### config.mk
export PLATFORM = sky130hd
export DESIGN_NAME = instruction_cache
export DESIGN_NICKNAME = d
export VERILOG_FILES = /design/src/rtl/instruction_cache.sv
export SDC_FILE = /design/constraint.sdc
export NUM_CORES = 1
export LEC_CHECK = 0
export ABC_CLOCK_PERIOD_IN_PS = 6370
export CORE_UTILIZATION = 40
export CTS_BUF_LIST = sky130_fd_sc_hd__clkbuf_8
export CTS_CLUSTER_DIAMETER = 50
export CTS_CLUSTER_SIZE = 14
export DETAILED_ROUTE_END_ITERATION = 12
export SLEW_MARGIN = 20
export SYNTH_ARGS = -nofsm -noshare
export SYNTH_HDL_FRONTEND = slang
export SYNTH_SLANG_ARGS = --single-unit
### constraint.sdc
create_clock -name clock -period 6.37 [get_ports clock]
set_input_delay 1.274 -clock clock [delete_from_list [all_inputs] [get_ports clock]]
set_output_delay 1.274 -clock clock [all_outputs]
set_load 0.1 [all_outputs]
### src/rtl/instruction_cache.sv
// ---------------------------------------------------------------------------
// instruction_cache
//
// Direct-mapped, read-only instruction cache between the CPU fetch stage and
// a 16-byte-block instruction memory. A hit returns the 32-bit instruction in
// the same cycle with no stall. A miss holds the CPU on busywait while the
// whole 128-bit block is refilled from memory.
//
// Ports:
//   clock         in   1    system clock, posedge active
//   reset         in   1    asynchronous, active-low (0 = reset)
//   read          in   1    CPU fetch request
//   address       in   10   PC byte address
//   instruction   out  32   fetched instruction word (0 unless IDLE hit)
//   busywait      out  1    CPU stall
//   mem_read      out  1    block read request to instruction memory
//   mem_address   out  6    block address to instruction memory
//   mem_readdata  in   128  block from memory, byte k = bits [8k+7:8k]
//   mem_busywait  in   1    memory busy
//
// Optional feature macro: ICACHE_STATS_EN
//   When defined, adds hit_count[15:0] / miss_count[15:0] saturating counters.
// ---------------------------------------------------------------------------
module instruction_cache #(
    parameter int NUM_BLOCKS = 8
) (
    input  logic         clock,
    input  logic         reset,
    input  logic         read,
    input  logic [9:0]   address,
    output logic [31:0]  instruction,
    output logic         busywait,
    output logic         mem_read,
    output logic [5:0]   mem_address,
    input  logic [127:0] mem_readdata,
    input  logic         mem_busywait
`ifdef ICACHE_STATS_EN
    ,
    output logic [15:0]  hit_count,
    output logic [15:0]  miss_count
`endif
);

    localparam int INDEX_W = $clog2(NUM_BLOCKS);
    localparam int TAG_W   = 6 - INDEX_W;

    typedef enum logic [1:0] {
        IDLE     = 2'd0,
        MEM_READ = 2'd1,
        UPDATE   = 2'd2
    } state_t;

    state_t                 state_q, state_d;
    logic                   issued_q, issued_d;
    logic [5:0]             missAddr_q, missAddr_d;
    logic [127:0]           fillData_q, fillData_d;
    logic                   memRead_q, memRead_d;
    logic [5:0]             memAddress_q, memAddress_d;
    logic [NUM_BLOCKS-1:0]  valid_q, valid_d;
    logic [TAG_W-1:0]       tagArray_q  [NUM_BLOCKS];
    logic [127:0]           dataArray_q [NUM_BLOCKS];

    logic [INDEX_W-1:0]     reqIndex;
    logic [TAG_W-1:0]       reqTag;
    logic [1:0]             reqWord;
    logic [INDEX_W-1:0]     missIndex;
    logic [TAG_W-1:0]       missTag;
    logic                   hit;
    logic                   idle;
    logic                   writeLine;
    logic                   unusedAddrBits;

`ifdef ICACHE_STATS_EN
    logic [15:0]            hitCount_q, hitCount_d;
    logic [15:0]            missCount_q, missCount_d;
`endif

    // Address split: the byte offset within a word never matters for fetch.
    assign reqIndex       = address[4 +: INDEX_W];
    assign reqTag         = address[9 -: TAG_W];
    assign reqWord        = address[3:2];
    assign missIndex      = missAddr_q[INDEX_W-1:0];
    assign missTag        = missAddr_q[5 -: TAG_W];
    assign unusedAddrBits = ^address[1:0];

    assign idle = (state_q == IDLE);
    assign hit  = read & valid_q[reqIndex] & (tagArray_q[reqIndex] == reqTag);

    // Outputs are gated by reset so that asserting reset mid-miss drops the
    // stall immediately, even though the CPU may still be holding read high.
    assign instruction = (reset && idle && hit)
                         ? dataArray_q[reqIndex][{reqWord, 5'b00000} +: 32]
                         : 32'h0;
    assign busywait    = reset & (idle ? (read & ~hit) : 1'b1);
    assign mem_read    = memRead_q;
    assign mem_address = memAddress_q;

    // The line is written on the clock edge that leaves UPDATE.
    assign writeLine = reset & (state_q == UPDATE);

    // Next-state logic. The first MEM_READ cycle only marks the request as
    // issued so the memory sees a clean request before its busywait is trusted.
    always_comb begin
        state_d      = state_q;
        issued_d     = issued_q;
        missAddr_d   = missAddr_q;
        fillData_d   = fillData_q;
        memRead_d    = memRead_q;
        memAddress_d = memAddress_q;
        valid_d      = valid_q;
        case (state_q)
            IDLE: begin
                if (read && !hit) begin
                    state_d      = MEM_READ;
                    missAddr_d   = address[9:4];
                    issued_d     = 1'b0;
                    memRead_d    = 1'b1;
                    memAddress_d = address[9:4];
                end
            end
            MEM_READ: begin
                if (!issued_q) begin
                    issued_d = 1'b1;
                end else if (!mem_busywait) begin
                    state_d      = UPDATE;
                    fillData_d   = mem_readdata;
                    issued_d     = 1'b0;
                    memRead_d    = 1'b0;
                    memAddress_d = 6'h0;
                end
            end
            UPDATE: begin
                valid_d[missIndex] = 1'b1;
                state_d            = IDLE;
            end
            default: begin
                state_d      = IDLE;
                memRead_d    = 1'b0;
                memAddress_d = 6'h0;
            end
        endcase
    end

`ifdef ICACHE_STATS_EN
    // Saturating event counters.
    always_comb begin
        hitCount_d  = hitCount_q;
        missCount_d = missCount_q;
        if (idle && hit && hitCount_q != 16'hFFFF) begin
            hitCount_d = hitCount_q + 16'd1;
        end
        if (idle && read && !hit && missCount_q != 16'hFFFF) begin
            missCount_d = missCount_q + 16'd1;
        end
    end

    assign hit_count  = hitCount_q;
    assign miss_count = missCount_q;
`endif

    // Control state. Reset abandons any fill in progress and invalidates
    // every line.
    always_ff @(posedge clock or negedge reset) begin
        if (!reset) begin
            state_q      <= IDLE;
            issued_q     <= 1'b0;
            missAddr_q   <= 6'h0;
            fillData_q   <= 128'h0;
            memRead_q    <= 1'b0;
            memAddress_q <= 6'h0;
            valid_q      <= '0;
`ifdef ICACHE_STATS_EN
            hitCount_q   <= 16'h0;
            missCount_q  <= 16'h0;
`endif
        end else begin
            state_q      <= state_d;
            issued_q     <= issued_d;
            missAddr_q   <= missAddr_d;
            fillData_q   <= fillData_d;
            memRead_q    <= memRead_d;
            memAddress_q <= memAddress_d;
            valid_q      <= valid_d;
`ifdef ICACHE_STATS_EN
            hitCount_q   <= hitCount_d;
            missCount_q  <= missCount_d;
`endif
        end
    end

    // Tag and data storage need no reset; the valid bits guard them.
    always_ff @(posedge clock) begin
        if (writeLine) begin
            dataArray_q[missIndex] <= fillData_q;
            tagArray_q[missIndex]  <= missTag;
        end
    end

endmodule
==> flow_summary.json <==
{
  "cts_buffers": 116,
  "via_per_inst": 5.367,
  "cp_data_arrival_time_ps": 4350,
  "criticalPathCategory": "input pin to output pin",
  "ys.warnings.count": 0,
  "yosysSeqAreaShare_pct": 77.46,
  "peakVddDrop_mv": 0.2208,
  "synth.top_cells.by_area": "edfxtp_1, mux4_2, dfrtp_1, mux2_2, mux2i_1",
  "drive_above_1_share_pct": 32.32,
  "grt_pass1_vias": 21570,
  "yosys.area.top_type": "edfxtp_1",
  "relSlewSlack_pct": 26.41,
  "routedWlPerCell_um": 25.97,
  "synth.avg_cell_area_sq_um": 24.02,
  "cts_root_buffer": "clkbuf_8",
  "critPathMaxFanout": 72,
  "io_buffers": 179,
  "worst_setup_path_end_kind": "output pin",
  "nets": 2279,
  "synth-async-reset-ratio_pct": 12.67,
  "antenna_found_initial": 4,
  "rsz0062_at_grt": "false",
  "seq_area_sq_mm": 0.03527,
  "drtIter0Drc": 1533,
  "initial_core_util_pct": 40.42,
  "grt-ovfl-total": 0,
  "cts-resized-gates": 0,
  "synth_edf_count": 1048,
  "fin_tns_setup_ps": 0,
  "synthFlopType": "edfxtp_1",
  "drc_errors": 0,
  "fill_cells": 9335,
  "grt_pass1_wl_um": 144200,
  "rows": 123,
  "crit_required_ps": 5100,
  "vias": 20040,
  "place_congestion": 0.7580,
  "holdWs_ps": 345.0,
  "cts.path.max_buffers": 3,
  "yosys.cell_types.count": 33,
  "finalMaxSlewViolations": 0,
  "setup-violations-final": 0,
  "power.density_mw_per_mm2": 342.7,
  "cts.clk_slew.worst_paths_ps": 90,
  "worstSkewPairLatency_ps": 780,
  "grt_usage_pct": 17.04,
  "dp_hpwl_um": 53010,
  "leakagePower_nw": 16.77,
  "yosys-top-cells-count": "edfxtp_1, mux4_2, dfrtp_1, mux2_2, mux2i_1",
  "final-hold-violation-count": 0,
  "finalCritPeriodShare_pct": 88.30,
  "io_pins": 182,
  "status": "complete, no violations",
  "cts_tree": "built",
  "cts_sinks": 1200,
  "fin_skew_ps": 41.64,
  "htreeDepth": 3,
  "synth_top_cell_area_share_pct": 69.11,
  "grt_max_degree": 104,
  "synthesis.area_sq_mm": 0.04554,
  "antenna_left": 0,
  "multi_input_area_sq_mm": 0.009819,
  "clock.fmax_mhz": 177.8,
  "r2r_cells": 5,
  "core_area_sq_mm": 0.1127,
  "worst_pin_slew_ps": 1104,
  "die_w_um": 339.4,
  "min_period_ps": 5624,
  "max_cap_violations": 0,
  "min_path_type": "input pin to async pin",
  "critPathLaunchType": "input pin",
  "dieHeight_um": 339.4,
  "firstDrtPassIters": 4,
  "syn-instance-count": 1896,
  "wl_um": 97010,
  "dieArea_sq_mm": 0.1152,
  "area_growth_pct": 14.21,
  "ctsHoldBuffers": 0,
  "cts_setup_buffers": 0,
  "yosysMostFrequentCell": "edfxtp_1",
  "synth_fp_nets": 2038,
  "ys_seq_elements": 1200
}
-- routing by layer --
metal	GRT usage, %	share of wire [%]	up-vias
met4	3.895	2.1	2
li1	-	-	8469
met3	2.968	4.9	136
met1	23.27	43	10920
met5	0	0.013	-
met2	28.63	50	522
-- cells by family (layout without fill, tap and decap cells) --
family                    after synthesis  count (layout)  share of synthesized area (%)
DFF                                  1200            1200                          77.46
xor gates and xnor gates                3               3                        0.05771
AOI/OAI and AO/OA                      20              20                         0.3654
buffers and inverters                 102             440                          1.116
other                                   0               1                              0
and+or+nand+nor                        67              67                         0.6485
muxes                                 504             504                          20.35
-- per-stage QoR --
step                      util [%]  power, mW  worst slack (ps)  instance area (sq um)  instances
after detailed placement     44.01      13.18             760.3                  49580       3519
final                        46.17      17.82             745.6                  52010       3735
after CTS                    46.16      18.06             740.1                  52010       3734
after global placement       44.01      13.01             765.6                  49580       3519
after floorplan                  -      12.24             -1087                  45540       1896
after global routing         46.17      18.59             660.4                  52010       3735
-- cell type report --
type / instances / share of cell area (%)
Antenna cell: 1 / 0.004812
Clock inverter: 95 / 1.494
Multi-Input combinational cell: 594 / 18.88
Tap cell: 1500 / 3.609
Sequential cell: 1200 / 67.82
Timing Repair Buffer: 221 / 4.985
Inverter: 4 / 0.02887
Clock buffer: 120 / 3.176
-- layout by cell type (no fill, tap or decap), types with 2 or more instances in the layout --
cell,instances
xor2_1,3
nor2_4,8
clkinv_4,5
clkinv_2,11
nor2_1,37
clkdlybuf4s50_1,140
dfrtp_1,152
clkinvlp_4,10
clkbuf_8,120
inv_6,9
o21bai_1,8
buf_8,2
mux2i_1,46
inv_8,5
nor2b_1,2
clkinv_8,2
mux2_2,133
mux4_2,324
edfxtp_1,1048
buf_12,45
buf_6,2
nand2_1,11
bufinv_16,9
inv_1,43
clkinv_1,5
a22o_1,6
buf_4,31
-- report_power, final --
part	switching [mW]	total, mW	leakage [nW]	internal [mW]
combinational	0.830	1.70	4.16	0.873
clock	2.70	4.89	1.36	2.19
sequential	1.06	11.2	11.3	10.2
total	4.59	17.8	16.8	13.2
-- worst max-delay path: stages --
cell and delay [ps]:
buf_8 340, buf_4 890, mux4_2 430, mux4_2 530, mux2i_1 420, nor2_1 160, buf_12 200
-- state kept, by name, summed over array words and instances (netlist names) --
register,count
mem_read,1
tagArray_q,24
valid_q,8
state_q,2
missAddr_q,6
mem_address,6
dataArray_q,1024
fillData_q,128
issued_q,1
-- worst paths after layout --
check                                start                  to  slack [ps]
worst min-delay path                 reset     fillData_q[119]         350
worst min register to register  valid_q[2]          valid_q[2]         480
worst max register to register  state_q[0]  dataArray_q[4][57]        3530
min in group clock              valid_q[2]          valid_q[2]         480
max in group asynchronous            reset      fillData_q[37]        4860
worst max-delay path            address[5]     instruction[22]         750
(Power assumes the default switching activity.)
